===== src/rtl/tawas_ls_load_wb.sv =====
// Load-return writeback sequencer: issues word reads for accepted loads,
// aligns/extends the returned data and writes it back in order, in the
// register-file write slot of the thread that issued the load.
module tawas_ls_load_wb #(
    parameter int unsigned DEPTH = 4,
    parameter int unsigned PTR_W = 2
) (
    input  logic        CLK,
    input  logic        RST_N,
    input  logic        SLICE,

    input  logic        LD_REQ_VLD,
    output logic        LD_REQ_RDY,
    input  logic        LD_REQ_THREAD,
    input  logic [2:0]  LD_REQ_SEL,
    input  logic [31:0] LD_REQ_ADDR,
    input  logic [1:0]  LD_REQ_SIZE,
    input  logic        LD_REQ_SIGNED,

    output logic        DBUS_RD_REQ,
    output logic [31:0] DBUS_RD_ADDR,
    input  logic        DBUS_RD_ACK,
    input  logic        DBUS_RD_DVLD,
    input  logic [31:0] DBUS_RD_DATA,

    output logic        LS_LOAD_VLD,
    output logic [2:0]  LS_LOAD_SEL,
    output logic [31:0] LS_LOAD,
    output logic [1:0]  LD_BUSY
);

    localparam int unsigned CNT_W  = PTR_W + 1;
    localparam int unsigned DATA_W = 32;
    localparam logic [CNT_W-1:0] DEPTH_C = CNT_W'(DEPTH);
    localparam logic [1:0] SIZE_BYTE = 2'd0;
    localparam logic [1:0] SIZE_HALF = 2'd1;

    // One in-flight load: identity, alignment info and returned data.
    typedef struct packed {
        logic              valid;
        logic              thread;
        logic [2:0]        sel;
        logic [1:0]        size;
        logic              sgn;
        logic [1:0]        off;
        logic [DATA_W-1:0] data;
        logic              done;
    } entry_t;

    entry_t            ent_q [DEPTH];
    logic [PTR_W-1:0]  alloc_ptr;
    logic [PTR_W-1:0]  resp_ptr;
    logic [PTR_W-1:0]  wb_ptr;
    logic [CNT_W-1:0]  count;
    logic              req_q;
    logic [DATA_W-1:0] addr_q;

    entry_t            head_c;
    entry_t            resp_ent_c;
    logic              accept_c;
    logic              rsp_c;
    logic              wb_c;

    // Select the returned byte/half/word and extend it to a full register.
    function automatic logic [DATA_W-1:0] align_data(
        input logic [DATA_W-1:0] d,
        input logic [1:0]        size,
        input logic              sgn,
        input logic [1:0]        off
    );
        logic [7:0]  b;
        logic [15:0] h;
        case (off)
            2'd0:    b = d[7:0];
            2'd1:    b = d[15:8];
            2'd2:    b = d[23:16];
            default: b = d[31:24];
        endcase
        h = off[1] ? d[31:16] : d[15:0];
        case (size)
            SIZE_BYTE: align_data = {{24{sgn & b[7]}}, b};
            SIZE_HALF: align_data = {{16{sgn & h[15]}}, h};
            default:   align_data = d;
        endcase
    endfunction

    assign head_c     = ent_q[wb_ptr];
    assign resp_ent_c = ent_q[resp_ptr];

    // Accept needs a free entry and a bus request slot that is empty or draining.
    assign LD_REQ_RDY = RST_N & (count < DEPTH_C) & (~req_q | DBUS_RD_ACK);
    assign accept_c   = LD_REQ_VLD & LD_REQ_RDY;

    // The oldest allocated-but-not-returned entry is the only legal target of DVLD.
    assign rsp_c      = DBUS_RD_DVLD & resp_ent_c.valid & ~resp_ent_c.done;
    assign wb_c       = LS_LOAD_VLD;

    assign DBUS_RD_REQ  = req_q;
    assign DBUS_RD_ADDR = addr_q;

    // Bus request holds until ACK; a same-cycle accept re-arms it with the new address.
    always_ff @(posedge CLK or negedge RST_N) begin
        if (!RST_N) begin
            req_q  <= 1'b0;
            addr_q <= '0;
        end else if (accept_c) begin
            req_q  <= 1'b1;
            addr_q <= {LD_REQ_ADDR[31:2], 2'b00};
        end else if (DBUS_RD_ACK) begin
            req_q  <= 1'b0;
        end
    end

    // Entry storage: allocate on accept, fill on response, retire on writeback.
    always_ff @(posedge CLK or negedge RST_N) begin
        if (!RST_N) begin
            for (int unsigned i = 0; i < DEPTH; i++) begin
                ent_q[PTR_W'(i)] <= '0;
            end
        end else begin
            if (accept_c) begin
                ent_q[alloc_ptr].valid  <= 1'b1;
                ent_q[alloc_ptr].thread <= LD_REQ_THREAD;
                ent_q[alloc_ptr].sel    <= LD_REQ_SEL;
                ent_q[alloc_ptr].size   <= LD_REQ_SIZE;
                ent_q[alloc_ptr].sgn    <= LD_REQ_SIGNED;
                ent_q[alloc_ptr].off    <= LD_REQ_ADDR[1:0];
                ent_q[alloc_ptr].data   <= '0;
                ent_q[alloc_ptr].done   <= 1'b0;
            end
            if (rsp_c) begin
                ent_q[resp_ptr].data <= align_data(DBUS_RD_DATA, resp_ent_c.size,
                                                   resp_ent_c.sgn, resp_ent_c.off);
                ent_q[resp_ptr].done <= 1'b1;
            end
            if (wb_c) begin
                ent_q[wb_ptr].valid <= 1'b0;
                ent_q[wb_ptr].done  <= 1'b0;
            end
        end
    end

    // Circular-buffer pointers and occupancy; pointers wrap naturally at DEPTH.
    always_ff @(posedge CLK or negedge RST_N) begin
        if (!RST_N) begin
            alloc_ptr <= '0;
            resp_ptr  <= '0;
            wb_ptr    <= '0;
            count     <= '0;
        end else begin
            if (accept_c) begin
                alloc_ptr <= alloc_ptr + PTR_W'(1);
            end
            if (rsp_c) begin
                resp_ptr <= resp_ptr + PTR_W'(1);
            end
            if (wb_c) begin
                wb_ptr <= wb_ptr + PTR_W'(1);
            end
            case ({accept_c, wb_c})
                2'b10:   count <= count + CNT_W'(1);
                2'b01:   count <= count - CNT_W'(1);
                default: count <= count;
            endcase
        end
    end

    // Writeback only from a completed head entry, in the other thread's slice.
    always_comb begin
        LS_LOAD_VLD = 1'b0;
        LS_LOAD_SEL = '0;
        LS_LOAD     = '0;
        if (head_c.valid & head_c.done & (head_c.thread != SLICE)) begin
            LS_LOAD_VLD = 1'b1;
            LS_LOAD_SEL = head_c.sel;
            LS_LOAD     = head_c.data;
        end
    end

    // Per-thread busy flags for load-use stalls.
    always_comb begin
        LD_BUSY = '0;
        for (int unsigned i = 0; i < DEPTH; i++) begin
            if (ent_q[PTR_W'(i)].valid) begin
                LD_BUSY[ent_q[PTR_W'(i)].thread] = 1'b1;
            end
        end
    end

endmodule


===== config.mk =====
export PLATFORM = sky130hd
export DESIGN_NAME = tawas_ls_load_wb
export DESIGN_NICKNAME = d
export VERILOG_FILES = /design/src/rtl/tawas_ls_load_wb.sv
export SDC_FILE = /design/constraint.sdc
export NUM_CORES = 1
export LEC_CHECK = 0
export CORE_MARGIN = 5
export CORE_UTILIZATION = 36
export DETAILED_ROUTE_END_ITERATION = 16
export HOLD_SLACK_MARGIN = 0.06
export PLACE_DENSITY = 0.56
export SETUP_SLACK_MARGIN = 0.02
export SYNTH_ARGS = -nofsm -noshare
export SYNTH_HDL_FRONTEND = slang
export SYNTH_SLANG_ARGS = --single-unit

===== constraint.sdc =====
create_clock -name CLK -period 8.85 [get_ports CLK]
set_clock_uncertainty 0.05 [all_clocks]
set_input_delay 0.885 -clock CLK [delete_from_list [all_inputs] [get_ports CLK]]
set_output_delay 0.885 -clock CLK [all_outputs]
set_load 0.05 [all_outputs]

==> impl.org, run 1 <==
** Clocking
- TritonCTS built the clock tree.
- The clock passes through at most 3 buffers.
- Quantity of hold-fixing buffers added after cts :: 0
- Counting the buffers created by CTS gives 25.
- Post-CTS clock slew at the launch and capture registers of the worst setup and hold paths :: 0.06 ns
- Clock network latency to the later pin of the worst-skew pair :: 0.51 ns
- The tree is rooted in a sky130_fd_sc_hd__clkbuf_16.
- CTS H-Tree Depth :: 1
- Post-CTS repair changed the size of 0 cells.
- In this run the post-CTS setup repair buffer count came out at 0.
- The clock drives 212 sinks.

** Cells and area
- The sequential cells in the finished layout cover a total of 0.00531 sq mm.
- The top cell types in the final layout, fill and taps aside, are 210 x sky130_fd_sc_hd__dfrtp_1, 145 x sky130_fd_sc_hd__clkdlybuf4s50_1, 114 x sky130_fd_sc_hd__nand2_1, 72 x sky130_fd_sc_hd__nand3_1, 65 x sky130_fd_sc_hd__a21oi_1.
- At the end of the flow, the number of nets in the layout was 1147.
- Signed area change from the synthesized netlist to the final layout :: 24.6%
- Fill cell total of the finished layout :: 2671
- The library cell used most frequently in the layout, excluding fill and tap cells, is sky130_fd_sc_hd__dfrtp_1.
- Number of antenna repair diodes :: 0
- In the final layout, the multi-input gates occupy 0.00470 sq mm.
- Proportion of layout cells with a drive suffix above 1 :: 15.5%

** Floorplanning
- Measured along the y axis, the die boundary spans 180 um.
- The initial utilization of the core area, before any placement, comes to 36.4%.
- I/O pin count :: 149
- Number of rows created at floorplan :: 62
- The die is 180 um wide.
- Placeable Area :: 0.0286 sq mm
- Die area :: 0.0325 sq mm

** Power and ir drop
- Combinational logic is responsible for 50.2% of the overall power.
- Internal power comes to 2.95 mW.
- Power per standard cell area :: 397 mW/mm^2
- Summing internal, switching and leakage power gives 5.15 mW.
- Standby leakage power :: 5.49 nW
- Part of the total power dissipated in the clock network :: 19.0%
- Switching Fraction :: 42.9%
- The analysis attributes to net switching a power of 2.21 mW.
- Per report_power, the sequential group accounts for 30.8% of the total.
- Across the VDD grid, the largest voltage drop is 0.000239 V.

** Logic synthesis
- Yosys mapped a number of flops with a built-in enable equal to 0.
- Proportion of register bits with asynchronous set or reset after synthesis :: 100%
- Sequential area share after synthesis :: 50.9%
- Cell variety after synth :: 52
- In this run, synthesis produced a sequential element count of 212.
- A synthesized cell averages 11.0 sq um.
- Count of mapped cells out of synthesis :: 947
- The mapped netlist covers 0.0104 sq mm.
- During synthesis, Yosys emitted a total of 0 warnings.
- Among all flip-flop cells after synthesis, the most frequent one is sky130_fd_sc_hd__dfrtp_1.

** Min path
- The worst hold path belongs to the class input port to async pin.

** Setup path
- The critical path in this run is classified as flop to output pin.
- STA puts the critical path data arrival time at 4.12 ns.
- The worst setup path is captured at an output pin.
- STA classifies the critical path startpoint as a flop.
- Max FO, Critical Path :: 40
- STA puts the critical path data required time at 7.92 ns.

** Detailed routing
- In this run the remaining antenna-violating nets after routing total 0.
- After detailed routing, the average wire length per cell comes to 21.1 um.
- Before antenna repair, the detailed router went through 5 iterations.
- Via count :: 8083
- Post-detailed-routing wire length :: 30700 um
- Residual DRC count :: 0
- After detailed routing, the number of vias per cell comes to 5.54.
- The first routing iteration left 607 violations.

** Global route
- Entering global routing, the biggest net connects 69 pins.
- Sum of overflow across all layers after global routing :: 0
- Overall Global Routing Usage :: 18.5%
- The number of global-route vias before repair came to 8256.
- Number of antenna violations at the first check in global routing :: 0
- The first global-routing pass estimated 48900 um of wire.

** Timing
- Worst setup margin :: 3.80 ns
- For this run, the top clock speed supported by timing is 198 MHz.
- Headroom to the max-slew limit :: 32.3%
- The number of hold violations in the final report came to 0.
- Max Slew Vio Count :: 0
- Setup violations remaining at the end of the flow were counted as 0.
- For the final routed database, the setup TNS stands at 0 ns.
- The smallest clock period supported by the final layout is computed as 5.05 ns.
- Transition time of the tightest slew-check pin :: 1.01 ns
- Unrepaired setup endpoints after global routing :: no
- Final period utilization :: 57.1%

** Outcome
- The run finished with clean final reports.

** Placement
- Prior to clock tree synthesis, the placed netlist has a worst setup slack of 4.21 ns.
- Routability-driven placement finished with a final weighted congestion of 0.784.
- Count of buffers from port buffering :: 146
- After legalization and detailed placement, the total HPWL measured 18800 um.

** Job
- Max-cap violations in this run came to 0.
## critical path, stage by stage, from the launching register on
cell and delay [ns]:
sky130_fd_sc_hd__dfrtp_2 0.37, sky130_fd_sc_hd__buf_4 0.68, sky130_fd_sc_hd__and3_1 0.27, sky130_fd_sc_hd__a31oi_1 0.07, sky130_fd_sc_hd__a211oi_4 0.75, sky130_fd_sc_hd__buf_4 0.46
sky130_fd_sc_hd__and2_1 0.20, sky130_fd_sc_hd__clkdlybuf4s50_1 0.80
## logic make-up after synthesis
| kind of cell | share of synthesized area, % |
|---|---|
| flip-flops | 50.9 |
| AND/OR/NAND/NOR | 13.4 |
| XOR/XNOR | 0.588 |
| multiplexers | 14.6 |
| buffers and inverters | 4.43 |
| other | 0.0360 |
| adder cells (fa/ha/maj) | 1.75 |
| AO/OA/AOI/OAI | 14.3 |
## final timing paths
kind,startpoint,end,slack (ns),cells past startpoint
max,wb_ptr[0]$_DFFE_PN0P_,LS_LOAD[5],3.80,7
min,RST_N,ent_q[23]$_DFF_PN0_,0.23,1
max reg2reg,wb_ptr[0]$_DFFE_PN0P_,count[2]$_DFFE_PN0P_,5.42,10
min reg2reg,DBUS_RD_ADDR[22]$_DFFE_PN0P_,DBUS_RD_ADDR[22]$_DFFE_PN0P_,0.42,2
max in group asynchronous,RST_N,wb_ptr[0]$_DFFE_PN0P_,6.62,3
min in group CLK,DBUS_RD_ADDR[22]$_DFFE_PN0P_,DBUS_RD_ADDR[22]$_DFFE_PN0P_,0.42,2
## routing by layer
| metal | GRT usage [%] | routed length (um) | share of wire, % |
|---|---|---|---|
| met1 | 26.6 | 13900 | 45 |
| met2 | 28.4 | 13700 | 44 |
| met3 | 4.70 | 2580 | 8.4 |
| met4 | 4.39 | 562 | 1.8 |
| met5 | 0 | 0 | 0 |
## cells in the mapped netlist (3+ instances only)
master	n	area (sq um)
sky130_fd_sc_hd__nor2_1	5	18.8
sky130_fd_sc_hd__o211ai_1	64	480
sky130_fd_sc_hd__dfrtp_1	212	5310
sky130_fd_sc_hd__a211oi_1	28	210
sky130_fd_sc_hd__nand2_1	118	443
sky130_fd_sc_hd__xnor2_1	5	43.8
sky130_fd_sc_hd__clkbuf_1	66	248
sky130_fd_sc_hd__mux4_2	39	878
sky130_fd_sc_hd__or3_1	4	25.0
sky130_fd_sc_hd__o21ai_0	5	25.0
sky130_fd_sc_hd__ha_1	13	163
sky130_fd_sc_hd__nand3_1	72	360
sky130_fd_sc_hd__buf_2	6	30.0
sky130_fd_sc_hd__nand3b_2	3	33.8
sky130_fd_sc_hd__inv_1	21	78.8
sky130_fd_sc_hd__o32ai_1	7	61.3
sky130_fd_sc_hd__a22oi_1	13	97.6
sky130_fd_sc_hd__mux2_2	46	518
sky130_fd_sc_hd__buf_6	3	33.8
sky130_fd_sc_hd__nand2b_1	4	25.0
sky130_fd_sc_hd__buf_1	5	18.8
sky130_fd_sc_hd__and2_1	35	219
sky130_fd_sc_hd__buf_4	7	52.6
sky130_fd_sc_hd__o31ai_1	5	37.5
sky130_fd_sc_hd__a21oi_1	66	330
sky130_fd_sc_hd__nor3_1	33	165
sky130_fd_sc_hd__mux2i_1	4	40.0
sky130_fd_sc_hd__a31oi_1	29	181
## metrics by stage
stage	hold slack, ns	cell area (sq um)	util, %	std cells
after floorplan	0.396	10400	-	948
after global placement	0.407	12200	42.6	1413
after detailed placement	0.411	12200	42.6	1413
after CTS	0.225	13000	45.4	1458
after global routing	0.238	13000	45.4	1458
final	0.227	13000	45.4	1458
## layout make-up
cell class,instances,share of cell area [%]
flip-flops and latches,212,40.9
inverters,21,0.607
repair buffers,168,12.6
well taps,384,3.70
multi-input cells,628,36.2
clock inverters,5,0.222
clock buffers,40,5.87
## power groups by stage
stage | registers, mW | logic, mW | clock network, mW
global placement | 1.59 | 2.58 | 0
global route | 1.64 | 2.79 | 1.05
floorplan | 1.78 | 1.62 | 0
detailed placement | 1.60 | 2.60 | 0
finish | 1.59 | 2.59 | 0.981
CTS | 1.59 | 2.61 | 1.01
(Power assumes the default switching activity.)
==> run 2, diff against run 1 <==
--- a/config.mk
+++ b/config.mk
@@ -9,7 +9,7 @@
 export CORE_UTILIZATION = 36
 export DETAILED_ROUTE_END_ITERATION = 16
 export HOLD_SLACK_MARGIN = 0.06
-export PLACE_DENSITY = 0.56
+export PLACE_DENSITY = 0.58
 export SETUP_SLACK_MARGIN = 0.02
 export SYNTH_ARGS = -nofsm -noshare
 export SYNTH_HDL_FRONTEND = slang
==> constraint.sdc (replaced) <==
create_clock -name CLK -period 4.5 [get_ports CLK]
set_clock_uncertainty 0.05 [all_clocks]
set_input_delay 0.45 -clock CLK [delete_from_list [all_inputs] [get_ports CLK]]
set_output_delay 0.45 -clock CLK [all_outputs]
set_load 0.05 [all_outputs]
==> impl.org, run 2 (synthesis results as in run 1) <==
** Clocking
- The number of buffers inserted during clock tree synthesis came to 26 (+4.0%).
- CTS Sinks :: 212 (unchanged)
- TritonCTS clock tree :: yes
- Clock network latency to the later pin of the worst-skew pair :: 0.53 ns (+0.02 ns)
- The clock transition at the register clock pins on the worst setup and hold paths after CTS came to 0.06 ns (about the same).
- The number of buffers on the longest clock path is 3 (unchanged).
- Master cell of the clock root buffer :: sky130_fd_sc_hd__clkbuf_16
- The total of hold buffers inserted after clock tree synthesis is 1 (+1).
- The post-CTS setup-driven buffer insertion count was 0 (unchanged).
- CTS H-Tree Depth :: 1 (unchanged)
- Number of gates resized after CTS :: 0 (unchanged)

** Global route
- Sum of overflow across all layers after global routing :: 0 (unchanged)
- The number of antenna violations at the first check in global routing is 0 (unchanged).
- Maximum number of pins on one net before global-route repair :: 135 (+96%)
- The number of global-route vias before repair is 8247 (-0.11%).
- The all-layer global routing usage was 18.4% (-0.13 points).
- Global-route wire length before repair :: 48500 um (-0.73%)

** Setup path
- STA classifies the critical path endpoint as an output pin.
- STA classifies the critical path startpoint as a flop.
- The slowest stage of the critical path belongs to the cell sky130_fd_sc_hd__clkdlybuf4s50_1.
- The required time at the endpoint of the critical path was 4.00 ns (-3.92 ns).
- Count of buffering cells on the critical path with inverters included :: 2 (-1)
- Depth of the worst register-to-register path :: 5 (-5)
- Reg2Reg Setup Slack :: 1.32 ns (-4.10 ns)
- Depth of the critical timing path with buffers and inverters included :: 6 (-1)
- The kind of cell with the highest combined delay along the critical path is buffers and inverters.
- Crit path largest cell delay :: 0.80 ns (about the same)
- Arrival time reported for the critical path endpoint :: 3.23 ns (-0.89 ns)
- The maximum fanout encountered on the critical timing path is 37 (-7.5%).
- Worst-path cell chain :: mux4_2 -> xnor2_1 -> a211oi_4 -> buf_4 -> and2_1 -> clkdlybuf4s50_1
- By startpoint and endpoint, the worst setup path is classified as flop to output pin.

** Cells and area
- The count of placed standard cells in the final layout, fillers left out is 1465 (+0.48%).
- Number of antenna repair diodes :: 0 (unchanged)
- Net total in the final layout :: 1152 (+0.44%)
- Signed area change from the synthesized netlist to the final layout :: 25.3%
- Fill cell total of the finished layout :: 2674 (+0.11%)
- Leaving out fill and tap cells, the most frequent cell in the layout is sky130_fd_sc_hd__dfrtp_1.
- The share of layout cells above drive strength 1 is 16.3% (+0.82 points).
- The library cells used most frequently in the layout, excluding fill and tap cells, are 210 x sky130_fd_sc_hd__dfrtp_1, 138 x sky130_fd_sc_hd__clkdlybuf4s50_1, 114 x sky130_fd_sc_hd__nand2_1, 72 x sky130_fd_sc_hd__nand3_1, 65 x sky130_fd_sc_hd__a21oi_1.

** Timing
- The setup-violating endpoint count in the final report was 0 (unchanged).
- Subtracting the final worst setup slack from the clock period gives 3.73 ns.
- Setup repair after global routing left no endpoint under its margin.
- Max Slew Vio Count :: 0 (unchanged)
- Maximum operating frequency :: 268 MHz
- The worst-margin pin slew is 1.15 ns (+0.142 ns).
- Final period utilization :: 82.9%
- Worst setup margin :: 0.770 ns (-3.03 ns)
- The final-layout setup total negative slack was 0 ns (unchanged).
- The number of hold violations in the final report is 0 (unchanged).
- The relative slew slack came to 22.8% (-9.6 points).
- The post-route worst hold slack was 0.349 ns (+0.123 ns).

** Floorplanning
- Placeable Area :: 0.0286 sq mm (unchanged)
- Width of the chip :: 180 um (unchanged)
- The starting density of the core is 36.4% (unchanged).
- Die Span Y :: 180 um (unchanged)
- The area of the die came to 0.0325 sq mm (unchanged).
- The site row count came to 62 (unchanged).
- The number of I/O pins is 149 (unchanged).

** Detailed routing
- Post-route antenna net violation count :: 0 (unchanged)
- The first-pass iteration count of the detailed router came to 5 (unchanged).
- Post-detailed-routing wire length :: 31100 um (+1.3%)
- The routed via count was 8135 (+0.64%).
- DRT iter0 DRCs :: 706 (+16%)
- The vias per cell is 5.55 (+0.16%).
- The post-detailed-route wirelength per cell is 21.3 um (+0.84%).
- The residual DRC count was 0 (unchanged).

** Placement
- Post-Place Worst Slack :: 1.28 ns (-2.93 ns)
- The number of buffer cells added on primary ports came to 146 (unchanged).
- Final Wtd Congestion :: 0.803 (+2.4%)
- The detailed-placement wirelength estimate came to 19200 um (+2.4%).
- DP Cell Count :: 1416 (+0.21%)

** Power and ir drop
- The largest voltage drop on the vdd net is 0.000501 V (+110%).
- The power density over the cells was 785 mW/mm^2 (+98%).
- Internal power contribution :: 5.86 mW (+99%)
- The part of the power in combinational logic came to 49.3% (-0.9 points).
- Standby leakage power :: 5.54 nW (+0.86%)
- The net switching power was 4.38 mW (+98%).
- The clock share of power was 19.9% (+0.9 points).
- The relative contribution of sequential cells to total power was 30.9% (about the same).
- The switching share of total power came to 42.8% (-0.083 points).

** Outcome
- Outcome :: completed

** Min path
- The tightest min-delay check is of the input port to async pin type.

** Job
- The number of max-capacitance violations reported is 0 (unchanged).
## run 2: changes by cell type in the layout (fill, tap and decap cells not counted), sizes merged
cell,delta
clkdlybuf4s50,-7
inv,+1
bufinv,+1
buf,+10
clkinvlp,+1
dlygate4sd3,+1
## run 2: worst register-to-register path: stages (launching register included)
cell and delay (ns):
sky130_fd_sc_hd__dfrtp_1 0.66, sky130_fd_sc_hd__mux4_1 0.94, sky130_fd_sc_hd__nand2b_1 0.33, sky130_fd_sc_hd__nor2_1 0.11, sky130_fd_sc_hd__nand2_1 0.59, sky130_fd_sc_hd__a31oi_1 0.41
## run 2: final cells by class
cell class	instances	area, sq um	share of cell area [%]
well taps	384	480	3.68
flip-flops and latches	212	5310	40.6
inverters	21	78.8	0.604
multi-input cells	628	4700	36.0
clock inverters	8	78.8	0.604
clock buffers	40	754	5.78
repair buffers	172	1660	12.7
## run 2: path summary, 6_finish.rpt
| check | from | to |
|---|---|---|
| setup / recovery | wb_ptr[0]$_DFFE_PN0P_ | LS_LOAD[24] |
| hold / removal | RST_N | ent_q[109]$_DFF_PN0_ |
| setup reg to reg | resp_ptr[0]$_DFFE_PN0P_ | ent_q[143]$_DFF_PN0_ |
| hold reg to reg | DBUS_RD_ADDR[26]$_DFFE_PN0P_ | DBUS_RD_ADDR[26]$_DFFE_PN0P_ |
| max in group asynchronous | RST_N | wb_ptr[1]$_DFFE_PN0P_ |
| min in group CLK | LD_REQ_ADDR[9] | DBUS_RD_ADDR[9]$_DFFE_PN0P_ |
## run 2: power groups by stage
stage | clock, mW | combinational [mW] | sequential (mW)
after floorplan | 0 | 3.19 | 3.51
after global placement | 0 | 5.01 | 3.15
after detailed placement | 0 | 5.08 | 3.18
after CTS | 2.09 | 5.09 | 3.16
after global routing | 2.16 | 5.44 | 3.26
final | 2.04 | 5.05 | 3.16
## run 2: metrics by stage
step / power [mW] / utilization (%) / cell area, sq um
floorplan: 6.70 / - / 10400
global placement: 8.16 / 42.7 / 12200
detailed placement: 8.26 / 42.7 / 12200
CTS: 10.3 / 45.6 / 13100
global route: 10.9 / 45.6 / 13100
finish: 10.2 / 45.6 / 13100
## run 2: per-layer routing
metal | track usage, % | part of all wire [%] | vias up | routed length (um)
li1 | - | - | 3710 | -
met1 | 26.1 | 45 | 4062 | 14100
met2 | 29.6 | 46 | 327 | 14400
met3 | 3.92 | 7.2 | 36 | 2230
met4 | 3.48 | 1.2 | 0 | 382
met5 | 0 | 0 | - | 0
==> run 3, diff against run 2 <==
==> constraint.sdc (replaced) <==
create_clock -name CLK -period 3.1 [get_ports CLK]
set_clock_uncertainty 0.05 [all_clocks]
set_input_delay 0.31 -clock CLK [delete_from_list [all_inputs] [get_ports CLK]]
set_output_delay 0.31 -clock CLK [all_outputs]
set_load 0.05 [all_outputs]
==> impl.org, run 3 (synthesis results as in run 1) <==
** Placement
- The routability-driven placement congestion ratio came to 0.802 (-0.21%).
- HPWL after DPL :: 19800 um (+3.0%)
- Count of buffers from port buffering :: 146 (unchanged)
- Placed Instance Area :: 0.0127 sq mm (+4.1%)
- DP Cell Count :: 1428 (+0.85%)

** Setup path
- The required time at the endpoint of the critical path is 2.74 ns (-1.26 ns).
- Worst reg2reg path endpoint :: ent_q[4]$_DFF_PN0_
- Depth of the critical timing path with buffers and inverters included :: 6 (unchanged)
- The worst setup path is launched from a flop.
- For this design, the slowest cell found on the critical path is sky130_fd_sc_hd__mux4_2.
- Crit path largest cell delay :: 0.53 ns (-0.27 ns)
- Tracing the worst setup path back leads to its startpoint at wb_ptr[0]$_DFFE_PN0P_.
- Arrival time reported for the critical path endpoint :: 2.59 ns (-0.64 ns)
- Depth of the worst register-to-register path :: 5 (unchanged)
- Among cell families on the critical path, the largest total delay comes from multiplexers.
- Max FO, Critical Path :: 30 (-19%)
- The critical path is of the flop to output pin type.
- Count of buffering cells on the critical path with inverters included :: 2 (unchanged)
- Worst-path cell chain :: mux4_2 -> xnor2_1 -> a211oi_4 -> buf_6 -> and2_1 -> buf_12
- The worst register-to-register path begins at resp_ptr[0]$_DFFE_PN0P_.
- Endpoint kind of the worst setup timing path :: output pin
- The most critical setup path has its endpoint at LS_LOAD[31].
- Reg2Reg Setup Slack :: 0.25 ns (-1.07 ns)

** Cells and area
- The library cell used most frequently in the layout, excluding fill and tap cells, is sky130_fd_sc_hd__dfrtp_1.
- The total inserted antenna cells is 0 (unchanged).
- The final non-filler cell area is 0.0136 sq mm (+4.4%).
- The number of filler cells placed in the layout is 2630 (-1.6%).
- Proportion of layout cells with a drive suffix above 1 :: 20.4% (+4.1 points)
- Sequential cell area :: 0.00531 sq mm (unchanged)
- Signed area change from the synthesized netlist to the final layout :: 30.8%
- The final net count is 1164 (+1.0%).
- Total area of multi-input combinational cells :: 0.00470 sq mm (unchanged)
- The count of placed standard cells in the final layout, fillers left out came to 1477 (+0.82%).
- Leaving out fill and tap cells, the most frequent cells in the layout are 210 x sky130_fd_sc_hd__dfrtp_1, 114 x sky130_fd_sc_hd__nand2_1, 108 x sky130_fd_sc_hd__clkdlybuf4s50_1, 72 x sky130_fd_sc_hd__nand3_1, 65 x sky130_fd_sc_hd__a21oi_1.

** Global route
- The maximum number of pins on one net before global-route repair came to 153 (+13%).
- The all-layer global routing usage was 18.7% (+0.34 points).
- Global-route wire length before repair :: 49500 um (+2.0%)
- The number of global-route vias before repair was 8649 (+4.9%).
- The leftover overflow at the end of global routing is 0 (unchanged).
- Number of antenna violations at the first check in global routing :: 0 (unchanged)

** Timing
- The worst-margin pin slew is 0.951 ns (-0.203 ns).
- Final period utilization :: 95.2%
- Static timing analysis puts the maximum clock frequency at 339 MHz.
- Setup-failing EPs final :: 0 (unchanged)
- The final-layout setup total negative slack is 0 ns (unchanged).
- Max Slew Vio Count :: 0 (unchanged)
- Setup repair after global routing left no endpoint under its margin.
- The relative slew slack was 36.6% (+14 points).
- Final-report hold violation count :: 0 (unchanged)
- Shortest clock period the worst path allows after layout :: 2.95 ns

** Power and ir drop
- Power per standard cell area :: 1140 mW/mm^2 (+45%)
- Largest voltage drop on the vdd net :: 0.000680 V (+36%)
- The relative contribution of sequential cells to total power was 29.3% (-1.6 points).
- Overall power after layout :: 15.5 mW (+51%)
- The switching share of total power is 41.4% (-1.4 points).
- Combinational share of power :: 50.5% (+1.2 points)
- The cell internal power dissipation came to 9.10 mW (+55%).
- The clock share of power was 20.2% (+0.3 points).
- The net switching power came to 6.42 mW (+46%).
- Standby leakage power :: 5.82 nW (+5.0%)

** Floorplanning
- I/O pin count :: 149 (unchanged)
- Starting utilization of the core area :: 36.4% (unchanged)
- Die area :: 0.0325 sq mm (unchanged)
- Die Span Y :: 180 um (unchanged)
- The site row count came to 62 (unchanged).
- The die span in x was 180 um (unchanged).
- The standard cell core area is 0.0286 sq mm (unchanged).

** Detailed routing
- WL/cell :: 20.9 um (-1.8%)
- Via count :: 8200 (+0.80%)
- Drt via density :: 5.55 (about the same)
- DRT iter0 DRCs :: 691 (-2.1%)
- 1st-pass router iterations :: 5 (unchanged)
- The residual DRC count came to 0 (unchanged).
- Post-detailed-routing wire length :: 30800 um (-0.97%)
- Post-route antenna net violation count :: 0 (unchanged)

** Clocking
- Total CTS buffers :: 26 (unchanged)
- Master cell of the clock root buffer :: sky130_fd_sc_hd__clkbuf_16
- CTS H-Tree Depth :: 1 (unchanged)
- TritonCTS built the clock tree.
- The number of buffers on the longest clock path came to 3 (unchanged).
- CTS Sinks :: 212 (unchanged)
- Clock network latency to the later pin of the worst-skew pair :: 0.53 ns (about the same)
- The clock transition at the register clock pins on the worst setup and hold paths after CTS came to 0.06 ns (about the same).

** Outcome
- The flow ran to the end, and the final reports show no timing, DRC or antenna violations.

** Min path
- Path class of the lowest-slack min-delay path :: input port to flop
- Along the worst hold path, the cell count comes to 3.

** Job
- Max-Cap Viols :: 0 (unchanged)
run 3: cell count changes in the layout (fill, tap and decap cells not counted), sizes merged:
cell | before | now
bufinv | 1 | 2
clkdlybuf4s50 | 138 | 108
buf | 32 | 74
clkinv | 5 | 4
run 3: power by group through the flow:
stage                     clock network [mW]  registers [mW]  logic (mW)
final                                   3.13            4.55        7.83
after floorplan                            0            5.09        4.64
after global placement                     0            4.55        7.77
after detailed placement                   0            4.58        7.85
after global routing                    3.32            4.69        8.48
after CTS                               3.20            4.55        7.88
run 3: layout make-up:
| class | instances | area share (%) |
|---|---|---|
| clock inverter | 8 | 0.707 |
| clock buffer | 40 | 5.90 |
| tap | 384 | 3.52 |
| timing repair buffer | 184 | 15.9 |
| multi-input combinational | 628 | 34.5 |
| sequential | 212 | 38.9 |
| inverter | 21 | 0.578 |
run 3: metrics by stage:
step                util, %  setup slack (ns)  hold slack [ns]
floorplan                 -            0.0952          -0.0356
global placement       44.4             0.343            0.407
detailed placement     44.4             0.258            0.411
CTS                    47.6            0.0543            0.244
global route           47.6            0.0261            0.267
finish                 47.6             0.150            0.264
run 3: worst min path at each step:
stage | startpoint | to | slack [ns]
after floorplan | RST_N | DBUS_RD_ADDR[10]$_DFFE_PN0P_ | -0.04
after global placement | DBUS_RD_ADDR[28]$_DFFE_PN0P_ | DBUS_RD_ADDR[28]$_DFFE_PN0P_ | 0.41
after detailed placement | DBUS_RD_ADDR[7]$_DFFE_PN0P_ | DBUS_RD_ADDR[7]$_DFFE_PN0P_ | 0.41
after CTS | LD_REQ_ADDR[16] | DBUS_RD_ADDR[16]$_DFFE_PN0P_ | 0.24
after global routing | LD_REQ_ADDR[10] | DBUS_RD_ADDR[10]$_DFFE_PN0P_ | 0.27
final | LD_REQ_ADDR[13] | DBUS_RD_ADDR[13]$_DFFE_PN0P_ | 0.26
run 3: layer usage:
layer / track usage, % / wire length (um)
met2: 28.8 / 14000
met1: 26.3 / 13600
met4: 4.84 / 607
met3: 5.35 / 2670
met5: 0 / 0
run 3: tightest hold or removal path, stage by stage:
cell and delay (ns):
sky130_fd_sc_hd__clkdlybuf4s50_1 0.39, sky130_fd_sc_hd__nand2_1 0.06, sky130_fd_sc_hd__nand2_1 0.04
run 3: what timing repair did:
item	in CTS	in global routing
resized for setup	0	1
hold endpoints to repair	212	0
setup buffers	0	0
hold buffers	1	0
setup endpoints to repair	0	5
